===== src/rtl/dmem_bridge_pkg.sv =====
// Shared types and constants for the processor-to-byte-SRAM data-memory bridge.
package dmem_bridge_pkg;

  localparam int BYTE_W         = 8;
  localparam int BYTES_PER_WORD = 4;
  localparam int DMEM_DEPTH     = 1024;

  typedef enum logic [1:0] {
    IDLE = 2'd0,
    WR   = 2'd1,
    RD   = 2'd2,
    DONE = 2'd3
  } state_t;

  // Big-endian lane select: index 0 is the most significant byte of the word.
  function automatic logic [BYTE_W-1:0] word_byte(input logic [31:0] word,
                                                  input logic [1:0]  idx);
    logic [BYTE_W-1:0] b;
    case (idx)
      2'd0:    b = word[31:24];
      2'd1:    b = word[23:16];
      2'd2:    b = word[15:8];
      default: b = word[7:0];
    endcase
    return b;
  endfunction

endpackage


===== src/rtl/dmem_byte_bridge.sv =====
// Serialises one 32-bit load/store into four big-endian byte SRAM accesses; store 5 cycles, load 6, misaligned 1.
// The requester is stalled (no cpu_ready) until the word completes; a request held through DONE restarts next cycle.
module dmem_byte_bridge
  import dmem_bridge_pkg::*;
#(
  parameter int MEM_ADDR_WIDTH = $clog2(DMEM_DEPTH)
) (
  input  logic                      clk,
  input  logic                      rst_n,
  input  logic                      cpu_req,
  input  logic                      cpu_wr,
  input  logic [31:0]               cpu_addr,
  input  logic [31:0]               cpu_wdata,
  output logic [31:0]               cpu_rdata,
  output logic                      cpu_ready,
  output logic                      cpu_err,
  output logic [MEM_ADDR_WIDTH-1:0] mem_addr,
  output logic [BYTE_W-1:0]         mem_wdata,
  output logic                      mem_we,
  output logic                      mem_re,
  input  logic [BYTE_W-1:0]         mem_rdata
);

  localparam logic [1:0] CNT_LAST = 2'(BYTES_PER_WORD - 1);
  localparam logic [2:0] CAP_LAST = 3'(BYTES_PER_WORD);

  state_t                    state;
  logic [1:0]                cnt;
  logic [1:0]                cnt_nxt;
  logic [2:0]                cap;
  logic [MEM_ADDR_WIDTH-3:0] base_word;
  logic [31:0]               wdata_q;
  logic [23:0]               asm_q;

  // Addresses wrap modulo the SRAM size, so the high request bits are dropped.
  logic unused_addr_hi;
  assign unused_addr_hi = ^cpu_addr[31:MEM_ADDR_WIDTH];

  assign cnt_nxt = cnt + 2'd1;

  // Aligned words never straddle the top of memory, so the byte offset is just concatenated.
  always_ff @(posedge clk or negedge rst_n) begin
    if (!rst_n) begin
      state     <= IDLE;
      cnt       <= 2'd0;
      cap       <= 3'd0;
      base_word <= '0;
      wdata_q   <= '0;
      asm_q     <= '0;
      cpu_rdata <= '0;
      cpu_ready <= 1'b0;
      cpu_err   <= 1'b0;
      mem_we    <= 1'b0;
      mem_re    <= 1'b0;
      mem_addr  <= '0;
      mem_wdata <= '0;
    end else begin
      case (state)
        IDLE: begin
          if (cpu_req) begin
            base_word <= cpu_addr[MEM_ADDR_WIDTH-1:2];
            wdata_q   <= cpu_wdata;
            cnt       <= 2'd0;
            cap       <= 3'd0;
            if (cpu_addr[1:0] != 2'b00) begin
              state     <= DONE;
              cpu_ready <= 1'b1;
              cpu_err   <= 1'b1;
            end else if (cpu_wr) begin
              state     <= WR;
              mem_we    <= 1'b1;
              mem_addr  <= {cpu_addr[MEM_ADDR_WIDTH-1:2], 2'd0};
              mem_wdata <= word_byte(cpu_wdata, 2'd0);
            end else begin
              state    <= RD;
              mem_re   <= 1'b1;
              mem_addr <= {cpu_addr[MEM_ADDR_WIDTH-1:2], 2'd0};
            end
          end
        end

        WR: begin
          if (cnt == CNT_LAST) begin
            state     <= DONE;
            mem_we    <= 1'b0;
            mem_addr  <= '0;
            mem_wdata <= '0;
            cpu_ready <= 1'b1;
          end else begin
            cnt       <= cnt_nxt;
            mem_addr  <= {base_word, cnt_nxt};
            mem_wdata <= word_byte(wdata_q, cnt_nxt);
          end
        end

        RD: begin
          // Issue runs one cycle ahead of capture; cap counts cycles spent in RD.
          cap <= cap + 3'd1;
          if (cap != 3'd0) begin
            asm_q <= {asm_q[15:0], mem_rdata};
          end
          if (cnt == CNT_LAST) begin
            mem_re   <= 1'b0;
            mem_addr <= '0;
          end else begin
            cnt      <= cnt_nxt;
            mem_addr <= {base_word, cnt_nxt};
          end
          if (cap == CAP_LAST) begin
            state     <= DONE;
            cpu_rdata <= {asm_q, mem_rdata};
            cpu_ready <= 1'b1;
          end
        end

        DONE: begin
          state     <= IDLE;
          cpu_ready <= 1'b0;
          cpu_err   <= 1'b0;
        end

        default: state <= IDLE;
      endcase
    end
  end

endmodule


===== config.mk =====
export PLATFORM = sky130hd
export DESIGN_NAME = dmem_byte_bridge
export DESIGN_NICKNAME = d
export VERILOG_FILES = /design/src/rtl/dmem_bridge_pkg.sv /design/src/rtl/dmem_byte_bridge.sv
export SDC_FILE = /design/constraint.sdc
export NUM_CORES = 1
export LEC_CHECK = 0
export CAP_MARGIN = 10
export CORE_MARGIN = 5
export CORE_UTILIZATION = 54
export CTS_CLUSTER_DIAMETER = 200
export CTS_CLUSTER_SIZE = 14
export DETAILED_ROUTE_END_ITERATION = 16
export PLACE_DENSITY = 0.83
export SYNTH_ARGS = -nofsm -noshare
export SYNTH_HDL_FRONTEND = slang
export SYNTH_SLANG_ARGS = --single-unit

===== constraint.sdc =====
create_clock -name clk -period 3.51 [get_ports clk]
set_clock_uncertainty 0.15 [all_clocks]
set_input_delay 0.702 -clock clk [delete_from_list [all_inputs] [get_ports clk]]
set_output_delay 0.702 -clock clk [all_outputs]
set_load 0.01 [all_outputs]

**Yosys cells after proc, flatten, opt, wreduce, memory -nomap -nowiden**

Cells that the tools add are included.
W data, S select, Z words.

- Mux-type cells: 36
- Reduce and logical (&&, ||, !) cells: 21
- Eq/ne operators: 16
- $add $sub $neg: 2

Operator list:

| cell | number |
|---|---|
| $mux W8 | 4 |
| $mux W10 | 3 |
| $pmux W8 S3 | 1 |
| $pmux W10 S2 | 1 |
| $ne A2 B2 Y1 const B | 9 |
| $pmux W8 S2 | 1 |
| $mux W2 | 7 |
| $reduce_and A3 Y1 | 4 |
| $mux W1 | 11 |
| $reduce_and A5 Y1 | 2 |
| $reduce_bool A2 Y1 | 5 |
| $eq A2 B2 Y1 const B | 4 |
| $pmux W2 S4 | 1 |
| $reduce_and A2 Y1 | 4 |
| $reduce_and A4 Y1 | 2 |
| $pmux W1 S2 | 3 |
| $pmux W3 S2 | 1 |
| $eq A2 B1 Y1 const B | 2 |
| $logic_not A2 Y1 | 2 |
| $pmux W1 S4 | 1 |
| $pmux W2 S2 | 1 |
| $add A3 B1 Y3 const B | 1 |
| $eq A3 B3 Y1 const B | 1 |
| $mux W3 | 1 |
| 3 further kinds | 3 |

- Word-level logic and storage cells: 88
- Bits in registers: 125

**Logic depth before layout (Yosys ltp)**

- Word-level depth: 5
- Mapped depth: 7
- Mapped depth without buffers: 5

**Worst setup path after synthesis**

No wires, ideal clock.

- Kind: input to register
- Start point: input port cpu_req
- End point: register wdata_q[20]
- Data arrival time: 1592 ps
- Cell stages on the path: 5
- Path buffers: 3
- Path slack: 1643 ps
- Required time: 3235 ps
- Cell sequence: buf_6 > nand2_2 > buf_2 > buf_6 > mux2_2

- Longest elaborated chain between the ends: 1

RTL lines:

| what | line | source |
|---|---|---|
| from (decl) | dmem_byte_bridge.sv:10 | `input logic cpu_req,` |
| $reduce_and A2 Y1 (no line) | n/a |  |
| to (signal assigned) | dmem_byte_bridge.sv:62 | `wdata_q <= cpu_wdata;` |
| to (decl) | dmem_byte_bridge.sv:32 | `logic [31:0] wdata_q;` |

No other way between the ends.
A chain may end at the register's enable or synchronous reset.

**Worst setup path after layout**

- Start point: register state[0]
- End point: register mem_addr[9]

- Longest elaborated chain between the ends: 4
- Elaborated cells between the ends (all ways): 9
- Classes of those cells: 4 x eq/ne; 1 x mux; 4 x reduce/logical

RTL lines:

| what | line | source |
|---|---|---|
| from (decl) | dmem_byte_bridge.sv:27 | `state_t state;` |
| from (signal assigned) | dmem_byte_bridge.sv:44 | `state <= IDLE;` |
| from (signal assigned) | dmem_byte_bridge.sv:66 | `state <= DONE;` |
| from (signal assigned) | dmem_byte_bridge.sv:70 | `state <= WR;` |
| $eq A2 B2 Y1 / $eq A2 B1 Y1 (equally long branches) | dmem_byte_bridge.sv:58 | `case (state)` |
| $reduce_or A2 Y1 (no line) | n/a |  |
| $reduce_bool A2 Y1 (no line) | n/a |  |
| $reduce_and A3 Y1 (no line) | n/a |  |
| to (signal assigned) | dmem_byte_bridge.sv:72 | `mem_addr <= {cpu_addr[MEM_ADDR_WIDTH-1:2], 2'd0};` |
| to (signal assigned) | dmem_byte_bridge.sv:77 | `mem_addr <= {cpu_addr[MEM_ADDR_WIDTH-1:2], 2'd0};` |
| to (signal assigned) | dmem_byte_bridge.sv:91 | `mem_addr <= {base_word, cnt_nxt};` |
| to (decl) | dmem_byte_bridge.sv:17 | `output logic [MEM_ADDR_WIDTH-1:0] mem_addr,` |

Several ways; a longest one is shown, not always the timed one.

==> impl_results.md <==
- Mapped cell area: 5450 sq um
- Final ANT Viol Nets: 0
- Lkg Pwr: ~3.2 nW
- Area grow syn2layout: 31.8%
- CP Launch Type: flop
- Placer Congestion: roughly 0.84
- Measured slew at the worst slew-check pin: 860 ps
- Largest net degree at the start of global routing: 69
- RSZ-0062 raised after global routing: false
- Core ar.: ~9800 sq um
- CTS Buf Count: 17
- Initial antenna violation count: 0
- Setup TNS: 0 ps
- DRC viols: 0
- Vias in the first global route: ~4,000
- Arrival @ worst endpoint: ~2700 ps
- Yosys reg bits: 125
- DR pass1 iterations: 4
- Via count: about 3,600
- FP Rows: 36
- Final Non-Filler Cells: between 600 and 700
- Register-to-Register Path Depth: 5
- Die H: ~110 um
- Iter 0 DRT Violations: 174
- Met2 wire len: roughly 6.1 mm
- H-tree depth: 4
- Clk root buf: clkbuf_8
- Hold WC Path Type: primary input to asynchronous set/reset pin
- Fmax: 406 MHz
- Synth Area per Inst: between 10 and 15 sq um
- Setup Viol. Count Final: 0
- # port buffers: roughly 110
- Ys async rst share: 100%
- Reg-to-reg slack, setup: 1050 ps
- Routed wl met3: 531 um
- Power Dens Cells: 986 nW/um^2
- Period minus WS final: roughly 2500 ps
- Slew Limit Fails: 0
- CP Max Fanout: 21
- FILL cells: 692
- Crit Path Category: flop to flop
- Peak supply drop: just under 0.0006 V
- Status: finished, final reports clean
- CTS tree: done
- Post-synthesis cell count: 406
- Gr ovfl total: 0
- Syn_nets: around 490
- Ant diodes: 0
- Reg-to-reg critical path startpoint: state[0]$_DFFE_PN0P_
- X dimension of the die: roughly 110 um
- FF+latch area: 3130 sq um
- Final Hold Vio Count: 0
- Worst-skew pair later-pin latency: around 500 ps
- Nets: between 600 and 700
- HPWL after DPL: 8.05 mm
- Final wirelength: approximately 12 mm
- CP Capture Type: flop
- Fin crit share: a little over two thirds
- YS warnings: 0
- Max_cap viols: 0
- Wl on met1: approximately 5.1 mm
- Placed Instances: between 600 and 700
- First-pass GRT wire length: around 20 mm
- WL/cell: about 18 um
- Sequential share of the synthesized area: between 50% and 60%
- Initial Utilization: between 50 and 60%
- Max Buffers Root-to-Sink: 2
- IO Count: 130
- Die area: approximately 12,000 sq um
- Worst EP required: 3750 ps
- Multi-input logic area: around 2100 sq um
- Clock-pin slew on the worst setup and hold paths: around 60 ps
- Synth unique cells: 38
- Capture instance of the worst register-to-register path: mem_addr[9]$_DFFE_PN0P_
- Setup Fix Bufs, Post-CTS: 0
- Prevailing post-synth register cell: dfrtp_1
- Post-CTS sizing: 0
- GRT Total Usage: approximately 20%
- DR top layer: met4
- CTS Hold Bufs: 0
- Slew HR: approximately 43%
- TritonCTS Sinks: roughly 130
- DR vias/cell: approximately 5.5
- Ratio of cells with drive above 1 in the final layout: 28.1%
- Number of flops mapped to enable cells by yosys: 0
## cell type report
cell class,instances,area share (%)
inverter,26,1.36
clock buffer,17,5.77
multi-input combinational,231,29.0
clock inverter,15,2.46
sequential,125,43.6
tap,133,2.32
timing repair buffer,113,15.5
## stage by stage
step / total power [mW] / setup WS (ps) / util (%) / cell area [sq um] / hold slack, ps
after detailed placement: 5.38 / 874 / 67.1 / 6590 / 326
after global placement: 5.23 / 878 / 67.1 / 6590 / 314
after CTS: 7.15 / 1060 / 73.1 / 7180 / 175
after global routing: 7.52 / 914 / 73.1 / 7180 / 205
after floorplan: 4.32 / 1640 / - / 5450 / 256
final: 7.08 / 1050 / 73.1 / 7180 / 156
## cells by family after synthesis
group	count (synthesis)	synth area share, %
DFF	125	57.4
muxes	102	21.0
AOI/OAI and AO/OA	80	10.9
buffers and inverters	50	4.36
and+or+nand+nor	37	3.56
adders and majority gates	12	2.76
## Yosys cell counts, types with 2 or more instances
library cell / number / area, sq um
nand2b_1: 4 / 25.0
nor2_1: 3 / 11.3
dfrtp_1: 125 / 3130
a221oi_1: 8 / 70.1
buf_1: 2 / 7.51
clkbuf_2: 2 / 10.0
a31oi_1: 3 / 18.8
nand3_1: 3 / 15.0
a21oi_1: 19 / 95.1
buf_2: 11 / 55.1
ha_1: 12 / 150
a22oi_1: 9 / 67.6
nor3_1: 3 / 15.0
a22o_1: 9 / 78.8
o32a_1: 8 / 80.1
nand2_1: 13 / 48.8
o2bb2ai_1: 3 / 26.3
mux2_2: 100 / 1130
a32o_1: 2 / 20.0
or2_2: 2 / 12.5
buf_4: 5 / 37.5
o21ai_0: 14 / 70.1
mux2i_1: 2 / 20.0
clkbuf_1: 2 / 7.51
inv_1: 24 / 90.1
nor2b_1: 5 / 31.3
buf_6: 2 / 22.5
## worst max-delay path by stage
stage	startpoint	to	slack, ps	cells after the start
global placement	cpu_req	wdata_q[11]$_DFFE_PN0P_	880	4
global route	state[0]$_DFFE_PN0P_	mem_addr[9]$_DFFE_PN0P_	910	5
CTS	state[0]$_DFFE_PN0P_	mem_addr[9]$_DFFE_PN0P_	1060	5
floorplan	cpu_req	wdata_q[20]$_DFFE_PN0P_	1640	5
finish	state[0]$_DFFE_PN0P_	mem_addr[9]$_DFFE_PN0P_	1050	5
detailed placement	cpu_req	wdata_q[21]$_DFFE_PN0P_	870	4
## power breakdown
part / switching [mW] / internal (mW) / total [mW]
Sequential: 0.398 / 2.14 / 2.54
Combinational: 1.25 / 1.57 / 2.82
Clock: 0.682 / 1.04 / 1.72
Total: 2.33 / 4.75 / 7.08
## layout by cell type, fill, tap and decap left out, types with 2 or more instances in the layout
master	Yosys	final
inv_8	0	2
nor2b_1	5	5
a21oi_1	19	19
buf_4	5	7
a22oi_1	9	9
clkinv_4	0	3
o2bb2ai_1	3	3
clkbuf_16	0	16
o21ai_0	14	14
nor3_1	3	3
clkdlybuf4s50_1	0	106
nor2_1	3	3
nand2b_1	4	4
ha_1	12	12
a221oi_1	8	8
dfrtp_1	125	125
inv_6	0	6
nand2_1	13	13
or2_2	2	2
a32o_1	2	2
o32a_1	8	8
mux2_2	100	100
a31oi_1	3	3
inv_1	24	24
bufinv_16	0	2
mux2i_1	2	2
nand3_1	3	3
a22o_1	9	9
clkinvlp_4	0	2
## worst max-delay path, cell delays in order (launching register included)
cell	delay, ps
dfrtp_1	420
inv_1	120
ha_1	730
inv_2	170
a2bb2oi_4	370
mux2_2	380
## sequential cells by signal, summed over array words and instances, names as in the netlist
signal,flops
cap,3
state,2
mem_we,1
wdata_q,32
mem_addr,10
cpu_ready,1
cpu_err,1
cpu_rdata,32
mem_wdata,8
cnt,2
base_word,8
asm_q,24
mem_re,1
## routing by layer
| layer | track usage (%) | up-vias |
|---|---|---|
| met5 | 0 | - |
| met4 | 6.73 | 0 |
| met3 | 5.74 | 12 |
| met2 | 34.3 | 96 |
| met1 | 24.7 | 1836 |
| li1 | - | 1686 |
(Power assumes the default switching activity.)
